[config.mk]
export PLATFORM = sky130hd
export DESIGN_NAME = irq_timer_src
export DESIGN_NICKNAME = d
export VERILOG_FILES = /design/src/rtl/irq_timer_src.sv
export SDC_FILE = /design/constraint.sdc
export NUM_CORES = 1
export LEC_CHECK = 0
export BUFFER_PORTS_ARGS = -buffer_cell sky130_fd_sc_hd__buf_2
export CAP_MARGIN = 15
export CORE_AREA = 2 2 148 150
export CTS_CLUSTER_SIZE = 10
export DETAILED_ROUTE_END_ITERATION = 10
export DIE_AREA = 0 0 150 152
export HOLD_SLACK_MARGIN = 0.05
export PLACE_DENSITY = 0.75
export SKIP_LAST_GASP = 1
export SYNTH_ARGS = -nofsm -noshare
export SYNTH_HDL_FRONTEND = slang
export SYNTH_SLANG_ARGS = --single-unit
[constraint.sdc]
create_clock -name clk -period 3.34 [get_ports clk]
set_clock_uncertainty 0.15 [all_clocks]
set_input_delay 0.668 -clock clk [delete_from_list [all_inputs] [get_ports clk]]
set_output_delay 0.668 -clock clk [all_outputs]
set_load 0.1 [all_outputs]
[src/rtl/irq_timer_src.sv]
// irq_timer_src: machine timer (64-bit mtime/mtimecmp) plus a synchronised,
// edge-detected external interrupt. It provides the MTI/EI request levels for
// the CSR register file.
// Optional feature macro: IRQ_TIMER_PRESCALER_EN adds a programmable mtime
// prescaler in ctrl[15:8]. Without it, mtime ticks every enabled cycle and
// ctrl[15:8] reads 0.
//
// Bus and request semantics:
//   reg_write: one word is written at the posedge where it is sampled high.
//   reg_rd:    rdata is combinational and reflects the current state. It is 0
//              when reg_rd is low or the address is unmapped. A read of
//              mtime_lo also latches mtime[63:32] into the hi shadow at that
//              edge.
//   MTI/EI:    these are levels that stay high until mti_ack/ei_ack or a W1C
//              status write is sampled. If a new event arrives on the same
//              edge as a clear, the event wins.
module irq_timer_src #(
  parameter int EXT_SYNC_STAGES = 2  // 2 or 3
) (
  input  logic        clk,
  input  logic        reset_n,
  input  logic [4:0]  addr,
  input  logic [31:0] wdata,
  input  logic        reg_write,
  input  logic        reg_rd,
  output logic [31:0] rdata,
  input  logic        ext_irq_in,
  input  logic        mti_ack,
  input  logic        ei_ack,
  output logic        MTI,
  output logic        EI
);

  logic [63:0] r_mtime;
  logic [63:0] r_mtimecmp;
  logic [31:0] r_shadow;
  logic        r_timer_en;
  logic        r_ei_en;
  logic        r_cmp_q;
  logic        r_mti;
  logic        r_ei;
  logic [EXT_SYNC_STAGES-1:0] r_sync;
  logic        r_ext_q;
  logic        r_ext_edge;

  logic [2:0]  w_word;
  logic        w_wr_mtime_lo, w_wr_mtime_hi, w_wr_cmp_lo, w_wr_cmp_hi;
  logic        w_wr_cmp, w_wr_ctrl, w_wr_status;
  logic        w_tick;
  logic        w_cmp;
  logic        w_timer_evt;
  logic        w_ei_evt;
  logic        w_sync_out;
  logic [7:0]  w_prescale_rd;
  logic        w_unused_addr;

  // The bus is word addressed, so the byte-offset bits are deliberately ignored.
  assign w_unused_addr = ^addr[1:0];
  assign w_word        = addr[4:2];

  assign w_wr_mtime_lo = reg_write && (w_word == 3'd0);
  assign w_wr_mtime_hi = reg_write && (w_word == 3'd1);
  assign w_wr_cmp_lo   = reg_write && (w_word == 3'd2);
  assign w_wr_cmp_hi   = reg_write && (w_word == 3'd3);
  assign w_wr_ctrl     = reg_write && (w_word == 3'd4);
  assign w_wr_status   = reg_write && (w_word == 3'd5);
  assign w_wr_cmp      = w_wr_cmp_lo || w_wr_cmp_hi;

`ifdef IRQ_TIMER_PRESCALER_EN
  logic [7:0] r_prescale;
  logic [7:0] r_presc_cnt;

  // Holds the prescale value; it is loaded together with the other ctrl fields.
  always_ff @(posedge clk or negedge reset_n) begin
    if (!reset_n)       r_prescale <= 8'h00;
    else if (w_wr_ctrl) r_prescale <= wdata[15:8];
  end

  // Prescaler counter: a tick is produced every prescale+1 enabled cycles. A ctrl write restarts the count at 0.
  always_ff @(posedge clk or negedge reset_n) begin
    if (!reset_n)        r_presc_cnt <= 8'h00;
    else if (w_wr_ctrl)  r_presc_cnt <= 8'h00;
    else if (r_timer_en) r_presc_cnt <= w_tick ? 8'h00 : r_presc_cnt + 8'd1;
  end

  assign w_tick        = (r_presc_cnt == r_prescale);
  assign w_prescale_rd = r_prescale;
`else
  assign w_tick        = 1'b1;
  assign w_prescale_rd = 8'h00;
`endif

  // Control bits: the timer enable and the external interrupt enable.
  always_ff @(posedge clk or negedge reset_n) begin
    if (!reset_n) begin
      r_timer_en <= 1'b0;
      r_ei_en    <= 1'b0;
    end else if (w_wr_ctrl) begin
      r_timer_en <= wdata[0];
      r_ei_en    <= wdata[1];
    end
  end

  // mtime: a bus write replaces one half and suppresses that cycle's increment. The counter wraps naturally at 2^64.
  always_ff @(posedge clk or negedge reset_n) begin
    if (!reset_n)                  r_mtime <= 64'h0;
    else if (w_wr_mtime_lo)        r_mtime[31:0]  <= wdata;
    else if (w_wr_mtime_hi)        r_mtime[63:32] <= wdata;
    else if (r_timer_en && w_tick) r_mtime <= r_mtime + 64'd1;
  end

  // mtimecmp halves. The reset value is all-ones, so the compare does not fire after reset.
  always_ff @(posedge clk or negedge reset_n) begin
    if (!reset_n)          r_mtimecmp <= 64'hFFFF_FFFF_FFFF_FFFF;
    else if (w_wr_cmp_lo)  r_mtimecmp[31:0]  <= wdata;
    else if (w_wr_cmp_hi)  r_mtimecmp[63:32] <= wdata;
  end

  // A read of mtime_lo captures the upper half, so a following hi read returns a consistent value.
  always_ff @(posedge clk or negedge reset_n) begin
    if (!reset_n)                          r_shadow <= 32'h0;
    else if (reg_rd && (w_word == 3'd0))   r_shadow <= r_mtime[63:32];
  end

  assign w_cmp       = (r_mtime >= r_mtimecmp);
  assign w_timer_evt = w_cmp && !r_cmp_q && r_timer_en;

  // Registered compare. A compare write forces it low, so a new target that is already passed fires again.
  always_ff @(posedge clk or negedge reset_n) begin
    if (!reset_n)      r_cmp_q <= 1'b0;
    else if (w_wr_cmp) r_cmp_q <= 1'b0;
    else               r_cmp_q <= w_cmp;
  end

  assign w_sync_out = r_sync[EXT_SYNC_STAGES-1];
  assign w_ei_evt   = r_ext_edge && r_ei_en;

  // External pin path: a synchroniser chain, a delayed copy for edge detection, and a registered rising-edge pulse.
  always_ff @(posedge clk or negedge reset_n) begin
    if (!reset_n) begin
      r_sync     <= '0;
      r_ext_q    <= 1'b0;
      r_ext_edge <= 1'b0;
    end else begin
      r_sync     <= {r_sync[EXT_SYNC_STAGES-2:0], ext_irq_in};
      r_ext_q    <= w_sync_out;
      r_ext_edge <= w_sync_out && !r_ext_q;
    end
  end

  // Pending timer flag: the event sets it and has priority over ack, W1C or a compare rewrite.
  always_ff @(posedge clk or negedge reset_n) begin
    if (!reset_n)                                          r_mti <= 1'b0;
    else if (w_timer_evt)                                  r_mti <= 1'b1;
    else if (mti_ack || (w_wr_status && wdata[0]) || w_wr_cmp) r_mti <= 1'b0;
  end

  // Pending external flag: the event sets it and has priority over ack or W1C.
  always_ff @(posedge clk or negedge reset_n) begin
    if (!reset_n)                               r_ei <= 1'b0;
    else if (w_ei_evt)                          r_ei <= 1'b1;
    else if (ei_ack || (w_wr_status && wdata[1])) r_ei <= 1'b0;
  end

  assign MTI = r_mti;
  assign EI  = r_ei;

  // Combinational read mux. Unmapped words, and cycles without a read strobe, return 0.
  always_comb begin
    rdata = 32'h0;
    if (reg_rd) begin
      case (w_word)
        3'd0:    rdata = r_mtime[31:0];
        3'd1:    rdata = r_shadow;
        3'd2:    rdata = r_mtimecmp[31:0];
        3'd3:    rdata = r_mtimecmp[63:32];
        3'd4:    rdata = {16'h0, w_prescale_rd, 6'h0, r_ei_en, r_timer_en};
        3'd5:    rdata = {30'h0, r_ei, r_mti};
        default: rdata = 32'h0;
      endcase
    end
  end

endmodule

==> results.sh <==
export IMPL_cp_common_cell="buf_2"
export IMPL_cp_num_buf_inv=3
export IMPL_ys_warn_count=0
export IMPL_cp_startpoint="addr[2]"
export IMPL_maxSlewHeadroom_pct=51.22
export IMPL_place_inst=1390
export IMPL_min_period_over_period_pct=87.25
export IMPL_wirelength_mm=27.65
export IMPL_num_vias=8429
export IMPL_clockBufferDepth=2
export IMPL_holdBufCountCts=0
export IMPL_synth_area_per_cell_sq_um=9.824
export IMPL_cts_buffers=17
export IMPL_fillers=1866
export IMPL_path_depth=6
export IMPL_cts_setup_buffers=0
export IMPL_fin_ws_ns=0.4258
export IMPL_antenna_found_initial=0
export IMPL_drc=0
export IMPL_area_delta_synth_final_pct=15.79
export IMPL_start_util_pct=48.73
export IMPL_core_area_sq_um=21350
export IMPL_p_per_area_nw_per_um2=670.9
export IMPL_grt_pass1_vias=8485
export IMPL_dr_pass1_iters=6
export IMPL_clock_fmax_ghz=0.3431
export IMPL_yosys_area_top_type="dfrtp_1"
export IMPL_ys_async_sr_fraction_pct=100.0
export IMPL_row_count=54
export IMPL_required_ns=2.52
export IMPL_total_power_mw=8.082
export IMPL_die_w_um=150
export IMPL_cts_resized=0
export IMPL_drive_gt1_share_pct=30.82
export IMPL_finalHoldViolations=0
export IMPL_crit_slowest_cell="mux4_2"
export IMPL_wl_per_cell_um=19.44
export IMPL_die_y_um=152
export IMPL_synthTopCellsByCount="nand2_1 (126), dfrtp_1 (105), o21ai_0 (86)"
export IMPL_postSynthCellCount=1059
export IMPL_die_area_sq_um=22800
export IMPL_clk_insertion_delay_late_ns=0.44
export IMPL_crit_chain="buf_2 -> buf_12 -> mux4_2 -> mux2i_1 -> nor2b_2 -> buf_2"
export IMPL_io_pins=78
export IMPL_ir_drop_v=0.0002943
export IMPL_grt_ovfl_total=0
export IMPL_grt_max_degree=76
export IMPL_synthTopCellsByArea="dfrtp_1 (25%), dfstp_2 (16%), ha_1 (7.8%)"
export IMPL_cts_clk_slew_worst_paths_ns=0.07
export IMPL_globalplace_congestion=0.8765
export IMPL_n_antenna_cell=0
export IMPL_ys_flop_type="dfrtp_1"
export IMPL_synth_fp_nets=1168
export IMPL_crit_type="in -> out"
export IMPL_r2r_cells=9
export IMPL_slowest_delay_ns=0.52
export IMPL_rsz0062_at_grt="false"
export IMPL_final_nets=1238
export IMPL_netlist_area_sq_um=10400
export IMPL_outcome="completed"
export IMPL_final_antenna_net_count=0
export IMPL_drt_initial_drc_count=805
export IMPL_min_period_ns=2.914
export IMPL_cts_root_buf="clkbuf_16"
export IMPL_p_leak_nw=5.120
export IMPL_hpwl_mm=20.08
export IMPL_arrival_ns=2.10
export IMPL_io_buffers=75
export IMPL_layout_cells_non_filler=1422
export IMPL_synth_most_common_cell="nand2_1"
export IMPL_yosysTopAreaCellShare_pct=25.26
export IMPL_htreeDepth=4
export IMPL_grt_use_total_pct=25.38
export IMPL_ys_seq_area_share_pct=41.42
export IMPL_critPathMaxFanout=23
export IMPL_crit_family="multiplexers"
export IMPL_start_kind="input port"
export IMPL_synth_edf_count=0
export IMPL_worst_pin_slew_ns=0.7317
export IMPL_hold_path_class="in -> async"
export IMPL_cap_violations=0
export IMPL_synth_seq_cells=169
export IMPL_slew_violations=0
export IMPL_cts_sinks=169
export IMPL_synthDistinctLibCells=69
export IMPL_crit_path_end_kind="output pin"
export IMPL_cts_tree="built"
export IMPL_via_per_inst=5.928
export IMPL_worstReg2RegStart="r_mtimecmp[30]"
export IMPL_preCtsSetupSlack_ns=0.4105
export IMPL_finalSetupViolCount=0
export IMPL_grt_first_pass_wirelength_mm=45.70
[worst reg2reg max path: cells and delay by family, from the launching register on]
kind	cells	cell delay, ns
buffers and inverters	2	0.20
flip-flops	1	0.53
AO/OA/AOI/OAI	3	0.65
adder cells (fa/ha/maj)	1	0.32
AND/OR/NAND/NOR	3	0.91
[layout make-up]
cell class	instances	area, sq um	share of cell area, %
Multi-Input combinational cell	763	5784	48.02
Sequential cell	169	4309	35.77
Timing Repair Buffer	105	732.0	6.076
Clock buffer	23	510.5	4.238
Tap cell	280	350.3	2.908
Inverter	73	274.0	2.275
Clock inverter	9	86.33	0.7167
[flip-flops by register name, summed over array words and instances (netlist names)]
signal and count:
r_mtime 64, r_mtimecmp 64, EI 1, r_ext_edge 1
r_ext_q 1, MTI 1, r_shadow 32, r_sync 2
r_cmp_q 1, r_ei_en 1, r_timer_en 1
[cells in the final DEF, fill, tap and decap left out, drive strengths merged, types with 3 or more instances in the layout]
master and count:
buf 105, o21ai 90, a31oi 9, mux2 67, a22oi 5, nand3 37, and2 5, nand2 127
dfrtp 105, nor2b 33, dfstp 64, nand4 23, and3 10, nor3 23, a2bb2oi 9, o211ai 3
nand2b 5, mux2i 4, clkbuf 23, a21oi 64, o22ai 18, xnor2 23, nor2 56, a21o 3
ha 65, and4 3, or3 6, mux4 31, inv 74, nor4 14, a211oi 3, clkinv 5
[logic make-up (layout without fill, tap and decap cells)]
family                   after synthesis  count (layout)  share of synthesized area, %
flip-flops                           169             169                         41.42
buffers and inverters                127             210                         4.847
multiplexers                         102             102                         14.42
adder cells (fa/ha/maj)               65              65                         7.817
AND/OR/NAND/NOR                      349             349                         16.99
AO/OA/AOI/OAI                        222             222                         12.40
XOR/XNOR                              25              25                         2.105
[routing by layer]
layer | wire [um] | share of wire, % | vias to the layer above | track usage [%]
met5 | 0 | 0 | - | 0
met4 | 437 | 1.6 | 0 | 6.649
met3 | 1492 | 5.4 | 38 | 4.264
met2 | 13880 | 50 | 257 | 42.10
met1 | 11840 | 43 | 4198 | 34.59
li1 | - | - | 3936 | -
[worst paths after layout]
path	slack, ns	end
worst min-delay path	0.12	EI
worst min register to register	0.21	r_sync[1]
max in group asynchronous	2.08	r_mtimecmp[39]
worst max-delay path	0.43	rdata[0]
worst max register to register	0.51	MTI
min in group clk	0.18	r_sync[0]
[where the power goes]
| group | switching (mW) | internal [mW] |
|---|---|---|
| combinational | 1.51 | 1.19 |
| clock | 0.845 | 1.16 |
| sequential | 0.672 | 2.71 |
[per-stage QoR]
step	cell area (sq um)	hold slack (ns)	TNS, ns	util [%]
4_1_cts	12050	0.1417	0	56.42
3_5_place_dp	11450	0.2003	0	53.63
3_3_place_gp	11430	0.1852	0	53.56
2_1_floorplan	10570	0.1812	-0.6942	-
5_1_grt	12050	0.1686	0	56.42
6_report	12050	0.1174	0	56.42
No activity file was read; power rests on OpenSTA's default activity.
